--- src/rtl/timer_pkg.sv ---
// timer_pkg: shared widths, clock-select encodings and TCR bit positions for the 8-bit timer
package timer_pkg;
   localparam int CNT_W = 8;
   localparam int DIV_W = 4;
   typedef enum logic [1:0] {
      CKS_DIV2  = 2'b00,
      CKS_DIV4  = 2'b01,
      CKS_DIV8  = 2'b10,
      CKS_DIV16 = 2'b11
   } cks_e;
   localparam int LOAD_BIT   = 7;
   localparam int UPDOWN_BIT = 5;
   localparam int EN_BIT     = 4;
   localparam int CKS_LSB    = 0;
endpackage

--- src/rtl/timer_prescaler.sv ---
// timer_prescaler: free-running divider that raises tick when the selected low bits of div_cnt are all ones
//   pclk, presetn : clock, async active-low reset
//   en, load      : divider runs only while en=1 and load=0, otherwise held at 0
//   cks           : divide select, /2 /4 /8 /16
//   tick          : combinational, counter steps this cycle
module timer_prescaler #(
   parameter int DIV_W = timer_pkg::DIV_W
) (
   input  logic       pclk,
   input  logic       presetn,
   input  logic       en,
   input  logic       load,
   input  logic [1:0] cks,
   output logic       tick
);
   import timer_pkg::*;
   logic [DIV_W-1:0] div_cnt, mask;
   logic active;
   always_comb begin
      active = en & ~load;
      mask   = ~({DIV_W{1'b1}} << (int'(cks) + 1));
      tick   = active & ((div_cnt & mask) == mask);
   end
   // wraps naturally; never cleared on tick so a cks change takes effect on the next mask match
   always_ff @(posedge pclk or negedge presetn)
      if (!presetn) div_cnt <= '0;
      else          div_cnt <= active ? div_cnt + 1'b1 : '0;
endmodule

--- src/rtl/timer_cnt_core.sv ---
// timer_cnt_core: prescaled 8-bit up/down counter with load and single-cycle wrap flags
//   pclk, presetn : clock, async active-low reset
//   tdr_i, load_i : load value; while load_i=1 the counter tracks tdr_i
//   updown_i      : 1 = down, 0 = up
//   en_i, cks_i   : count enable and prescale select
//   cnt_o         : counter value
//   tick_o        : prescaler tick
//   ovf_o, udf_o  : one-cycle pulses on FF->00 (up) and 00->FF (down)
module timer_cnt_core #(
   parameter int CNT_W = timer_pkg::CNT_W,
   parameter int DIV_W = timer_pkg::DIV_W
) (
   input  logic             pclk,
   input  logic             presetn,
   input  logic [CNT_W-1:0] tdr_i,
   input  logic             load_i,
   input  logic             updown_i,
   input  logic             en_i,
   input  logic [1:0]       cks_i,
   output logic [CNT_W-1:0] cnt_o,
   output logic             tick_o,
   output logic             ovf_o,
   output logic             udf_o
);
   import timer_pkg::*;
   timer_prescaler #(.DIV_W(DIV_W)) u_pre (
      .pclk    (pclk),
      .presetn (presetn),
      .en      (en_i),
      .load    (load_i),
      .cks     (cks_i),
      .tick    (tick_o)
   );
   // flags come from the pre-step value so they cannot be confused by the wrap itself
   always_ff @(posedge pclk or negedge presetn)
      if (!presetn) begin
         cnt_o <= '0;
         ovf_o <= 1'b0;
         udf_o <= 1'b0;
      end else begin
         cnt_o <= load_i ? tdr_i : tick_o ? (updown_i ? cnt_o - 1'b1 : cnt_o + 1'b1) : cnt_o;
         ovf_o <= ~load_i & tick_o & ~updown_i & (cnt_o == '1);
         udf_o <= ~load_i & tick_o & updown_i & (cnt_o == '0);
      end
endmodule

--- config.mk ---
export PLATFORM = sky130hd
export DESIGN_NAME = timer_cnt_core
export DESIGN_NICKNAME = d
export VERILOG_FILES = /design/src/rtl/timer_pkg.sv /design/src/rtl/timer_prescaler.sv /design/src/rtl/timer_cnt_core.sv
export SDC_FILE = /design/constraint.sdc
export NUM_CORES = 1
export LEC_CHECK = 0
export CORE_AREA = 2 2 51 53
export CTS_CLUSTER_DIAMETER = 50
export DETAILED_ROUTE_END_ITERATION = 8
export DIE_AREA = 0 0 53 55
export PLACE_DENSITY = 0.78
export REMOVE_ABC_BUFFERS = 1
export SLEW_MARGIN = 5
export SYNTH_ARGS = -nofsm -noshare
export SYNTH_HDL_FRONTEND = slang
export SYNTH_HIERARCHICAL = 1
export SYNTH_SLANG_ARGS = --single-unit
--- constraint.sdc ---
create_clock -name pclk -period 1.95 [get_ports pclk]
set_clock_uncertainty 0.2 [all_clocks]
set_input_delay 0.39 -clock pclk [delete_from_list [all_inputs] [get_ports pclk]]
set_output_delay 0.39 -clock pclk [all_outputs]
set_load 0.01 [all_outputs]
==> results of run 1 <==
cells in the mapped netlist, types with 3 or more instances:
cell type | number | area (um^2)
nor2b_1 | 3 | 18.8
ha_1 | 7 | 87.6
nand2_1 | 10 | 37.5
nor3_1 | 3 | 15.0
o21ai_0 | 8 | 40.0
nor2_1 | 11 | 41.3
inv_1 | 6 | 22.5
a21oi_1 | 8 | 40.0
dfrtp_1 | 14 | 350
nand3_1 | 4 | 20.0
or3_1 | 3 | 18.8
kinds of logic (layout without fill, tap and decap cells):
kind of cell               after synthesis  count (layout)  share of synthesized area
and+or+nand+nor                         45              45                      0.231
AOI/OAI and AO/OA                       29              29                      0.188
DFF                                     14              14                      0.354
buffers and inverters                   10              69                     0.0480
adders and majority gates                8               8                      0.109
muxes                                    4               4                     0.0430
xor gates and xnor gates                 3               3                     0.0266
registers in the layout, summed over array words and instances (netlist names):
| name | flops |
|---|---|
| cnt_o | 8 |
| ovf_o | 1 |
| u_pre/div_cnt | 4 |
| udf_o | 1 |
power groups by stage:
stage / registers [mW] / clock network, mW / logic, mW
floorplan: 0.340 / 0 / 0.114
global placement: 0.327 / 0 / 0.292
detailed placement: 0.327 / 0 / 0.301
CTS: 0.325 / 0.163 / 0.336
global route: 0.329 / 0.180 / 0.374
finish: 0.326 / 0.160 / 0.343
worst paths after layout:
check	startpoint	to
max	load_i	cnt_o[7]
min	presetn	cnt_o[0]
min reg2reg	u_pre/div_cnt[0]	u_pre/div_cnt[0]
max in group asynchronous	presetn	cnt_o[5]
min in group pclk	load_i	u_pre/div_cnt[2]
max reg2reg	u_pre/div_cnt[0]	cnt_o[7]
stage by stage:
stage          hold slack, ps   util  power, mW  cell area [um^2]  setup WS (ps)
2_1_floorplan            -106      -      0.455               971           -647
3_3_place_gp              325  0.628      0.618              1480           -718
3_5_place_dp              352  0.628      0.628              1480           -769
4_1_cts                   229  0.688      0.824              1630           -125
5_1_grt                   237  0.704      0.883              1660           -174
6_report                  228  0.704      0.829              1660           -110
per-layer routing:
metal,up-vias,global-route usage,routed length [um]
li1,529,-,-
met1,510,0.261,1290
met2,34,0.465,1530
met3,4,0.0161,138
met4,0,0.0855,38
met5,-,0,0
cell type report:
| type | count | share of cell area |
|---|---|---|
| Inverter | 7 | 0.0188 |
| Sequential cell | 14 | 0.211 |
| Clock buffer | 3 | 0.0135 |
| Timing Repair Buffer | 59 | 0.310 |
| Tap cell | 30 | 0.0226 |
| Multi-Input combinational cell | 89 | 0.425 |
timing repair:
item / 4_1_cts / 5_1_grt
pin swaps: 9 / 5
hold buffers: 0 / 0
gates resized for setup: 42 / 13
endpoints found under the hold margin: 0 / 0
setup buffers: 4 / 0
setup endpoints to repair: 10 / 12
==> flow_metrics.env, run 1 <==
export IMPL_status="finished, violations left"
export IMPL_violations="setup timing"
export IMPL_ys_warn_count=6
export IMPL_antenna_left=0
export IMPL_overflow=0
export IMPL_rsz0062_at_grt="true"
export IMPL_synth_edf_count=0
export IMPL_period_needed_ps=2060
export IMPL_grt_pass1_vias=1146
export IMPL_hold_viol_final=0
export IMPL_swShare=0.310
export IMPL_cts_sinks=14
export IMPL_initial_core_util=0.419
export IMPL_dp_hpwl_mm=2.21
export IMPL_start_kind="input pin"
export IMPL_switchingPower_mw=0.257
export IMPL_syn_to_final_growth_pct=68.1
export IMPL_routed_wl_mm=3.00
export IMPL_cts_buffer_depth=2
export IMPL_p_int_mw=0.572
export IMPL_combPwrFrac=0.413
export IMPL_path_delay_family="simple AND/OR/NAND/NOR gates"
export IMPL_die_h_um=55
export IMPL_powerDensity_nw_per_um2=498
export IMPL_slew_violations=0
export IMPL_fin_crit_sh=1.06
export IMPL_worst_pin_slew_ps=299
export IMPL_grt_usage=0.234
export IMPL_layout_commonest_cell="buf_4"
export IMPL_async_flop_share=1.00
export IMPL_cpMostUsedCell="a21oi_2"
export IMPL_fin_ws_ps=-110
export IMPL_path_buf_inv=4
export IMPL_first_pass_iters=4
export IMPL_most_common_layout_cells="buf_4 (32), dfrtp_1 (14), clkdlybuf4s50_1 (12)"
export IMPL_worstPathCellList="clkdlybuf4s15_1 > inv_2 > o2111ai_2 > a21oi_2 > buf_4 > inv_4 > or3_1 > or3_4 > a21oi_2 > and3b_1"
export IMPL_antenna_cells=0
export IMPL_holdCritPathClass="in2async"
export IMPL_synth_cells=113
export IMPL_power_frac_seq=0.394
export IMPL_ff_latch_area_um2=350
export IMPL_finalSetupViolations=2
export IMPL_power_frac_clock=0.193
export IMPL_multi_input_area_um2=707
export IMPL_antenna_found_initial=0
export IMPL_drtIter0Drc=24
export IMPL_leakage_nw=0.786
export IMPL_root_buffer="clkbuf_4"
export IMPL_portBuffers=25
export IMPL_cts_tree="built"
export IMPL_cp_slowest_cell="or3_4"
export IMPL_htree_levels=1
export IMPL_crit_path_end_kind="register"
export IMPL_pin_count=26
export IMPL_crit_required_ps=1920
export IMPL_crit_type="in2reg"
export IMPL_critPathMaxFanout=3
export IMPL_drive_above_1_share=0.384
export IMPL_netlist_area_um2=990
export IMPL_ys_ff_latch=14
export IMPL_fillCellCount=178
export IMPL_synth_flop_cell="dfrtp_1"
export IMPL_layout_nets=197
export IMPL_wl_per_cell_um=14.9
export IMPL_core_area_um2=2360
export IMPL_clk_pin_slew_worst_paths_ps=80
export IMPL_slowest_delay_ps=340
export IMPL_r2r_slack_ps=-100
export IMPL_max_freq_mhz=486
export IMPL_reg2reg_depth=8
export IMPL_dp_cells=195
export IMPL_max_cap_viol_count=0
export IMPL_crit_cells=10
export IMPL_dieArea_um2=2920
export IMPL_fin_setup_tns_ps=-186
export IMPL_clk_latency_ps=270
export IMPL_crit_arrival_ps=2030
export IMPL_num_rows=18
export IMPL_grt_max_degree=20
export IMPL_cts_buffers=3
export IMPL_drc=0
export IMPL_routabilityCongestion=0.846
export IMPL_dieWidth_um=53
export IMPL_vias_per_cell=5.33
export IMPL_vdd_ir_drop_max_v=0.000331
export IMPL_syn_area_per_cell_um2=8.76
export IMPL_slew_headroom=0.800
export IMPL_fin_cells=202
export IMPL_vias=1077
export IMPL_grt_pass1_wl_mm=4.96
export IMPL_ys_seq_area_frac=0.354
export IMPL_synth_distinct_cells=37
(Power assumes the default switching activity.)
==> run 2: changes to the inputs <==
clock period = 1.8 ns   (was 1.95 ns; I/O delays follow)
==> run 2 against run 1 <==
  * The flow still finishes with violations (setup timing)
  * Cell count grew 0.99%
  * Critical path type is now reg2reg
  * Sequential power up 7.4%
  * Highest routed layer unchanged
  * Largest power group unchanged
  * Worst hold slack got worse by 65 ps
  * Power grew 20%
  * Critical endpoint unchanged
  * Core utilization up 0.11 points
  * Global-route usage is 0.78 points higher
  * Count of clock-buffer cells in the layout rose by 1
  * First-iteration DRC count up 33%
==> flow_metrics.env, run 2 (synthesis gave the netlist of run 1 again) <==
export IMPL_status="finished, violations left"
export IMPL_violations="setup timing"
export IMPL_fin_cells=204
export IMPL_leakage_nw=0.761
export IMPL_layout_commonest_cell="buf_4"
export IMPL_fin_setup_tns_ps=-1000
export IMPL_root_buffer="clkbuf_4"
export IMPL_cts_sinks=14
export IMPL_path_buf_inv=1
export IMPL_vias_per_cell=5.55
export IMPL_dieArea_um2=2920
export IMPL_grt_max_degree=20
export IMPL_holdCritPathClass="in2async"
export IMPL_initial_core_util=0.419
export IMPL_critPathMaxFanout=3
export IMPL_pin_count=26
export IMPL_antenna_cells=0
export IMPL_fillCellCount=186
export IMPL_crit_type="reg2reg"
export IMPL_cts_buffers=3
export IMPL_num_rows=18
export IMPL_routed_wl_mm=3.35
export IMPL_largest_register="cnt_o"
export IMPL_antenna_left=0
export IMPL_crit_path_end_kind="register"
export IMPL_dp_cells=194
export IMPL_routabilityCongestion=0.892
export IMPL_largest_reg_flops=8
export IMPL_hold_viol_final=0
export IMPL_period_needed_ps=2100
export IMPL_max_cap_viol_count=0
export IMPL_dieWidth_um=53
export IMPL_die_h_um=55
export IMPL_crit_required_ps=1800
export IMPL_most_common_layout_cells="buf_4 (31), dfrtp_1 (14), clkdlybuf4s50_1 (11)"
export IMPL_portBuffers=25
export IMPL_slew_violations=0
export IMPL_reg2reg_depth=7
export IMPL_powerDensity_nw_per_um2=598
export IMPL_fin_crit_sh=1.16
export IMPL_crit_arrival_ps=2100
export IMPL_grt_pass1_vias=1104
export IMPL_core_area_um2=2360
export IMPL_start_kind="register"
export IMPL_rsz0062_at_grt="true"
export IMPL_drtIter0Drc=32
export IMPL_fin_ws_ps=-295
export IMPL_layout_nets=198
export IMPL_vdd_ir_drop_max_v=0.000413
export IMPL_drc=0
export IMPL_grt_usage=0.242
export IMPL_first_pass_iters=4
export IMPL_worst_pin_slew_ps=306
export IMPL_reg_top3="cnt_o: 8 flops, u_pre/div_cnt: 4 flops"
export IMPL_cp_slowest_cell="dfrtp_1"
export IMPL_r2r_start="cnt_o[1]"
export IMPL_vias=1132
export IMPL_clk_pin_slew_worst_paths_ps=100
export IMPL_hold_ws_ps=164
export IMPL_r2r_end="cnt_o[7]"
export IMPL_dp_hpwl_mm=2.28
export IMPL_overflow=0
export IMPL_cts_tree="built"
export IMPL_clk_latency_ps=300
export IMPL_drive_above_1_share=0.402
export IMPL_syn_to_final_growth_pct=68.4
export IMPL_cts_buffer_depth=2
export IMPL_htree_levels=1
export IMPL_finalSetupViolations=5
export IMPL_slowest_delay_ps=440
export IMPL_worstPathCellList="ha_4 > a211oi_2 > buf_4 > nor3_2 > or3_4 > a21oi_2 > and3b_1"
export IMPL_max_freq_mhz=477
export IMPL_p_total_mw=0.996
export IMPL_path_delay_family="simple AND/OR/NAND/NOR gates"
export IMPL_antenna_found_initial=0
export IMPL_r2r_slack_ps=-300
export IMPL_wl_per_cell_um=16.4
export IMPL_slew_headroom=0.795
export IMPL_grt_pass1_wl_mm=4.99
## run 2: timing repair
item                                    in CTS  in global routing
hold buffers                                 0                  0
setup buffers                                3                  5
pin swaps                                   11                 14
gates resized for setup                     38                 24
endpoints found under the setup margin      18                 10
## run 2: worst max-delay path by stage
stage | from | endpoint | cells after the start
6_report | cnt_o[1] | cnt_o[7] | 7
3_5_place_dp | updown_i | cnt_o[7] | 8
3_3_place_gp | updown_i | cnt_o[7] | 8
2_1_floorplan | cks_i[1] | cnt_o[7] | 8
5_1_grt | u_pre/div_cnt[1] | cnt_o[7] | 8
4_1_cts | cnt_o[1] | cnt_o[7] | 7
## run 2: report_power, final
| group | leakage [nW] | switching (mW) | internal [mW] |
|---|---|---|---|
| combinational | 0.562 | 0.188 | 0.215 |
| clock | 0.0210 | 0.121 | 0.123 |
| sequential | 0.178 | 0.0165 | 0.333 |
## run 2: through the flow
step,cell area (um^2),util,setup slack (ps)
finish,1670,0.705,-295
global route,1670,0.705,-388
CTS,1580,0.669,-293
detailed placement,1480,0.624,-905
global placement,1480,0.624,-835
floorplan,971,-,-767
## run 2: final cells by class
cell class | count | area, um^2 | area share
clock buffers | 4 | 36.3 | 0.0218
inverters | 7 | 31.3 | 0.0188
repair buffers | 60 | 508 | 0.305
well taps | 30 | 37.5 | 0.0225
flip-flops and latches | 14 | 350 | 0.210
multi-input cells | 89 | 703 | 0.422
## run 2: routing by layer
metal,track usage,vias up,part of all wire
met5,0,-,0
met3,0.0108,5,0.039
met4,0.107,0,0.015
met2,0.454,41,0.52
met1,0.287,554,0.42
li1,-,532,-
==> run 3: changes to the inputs <==
TNS_END_PERCENT = 100   (was default)
==> results of run 3 <==
The final DEF is identical to that of run 2; final timing and power are the same.
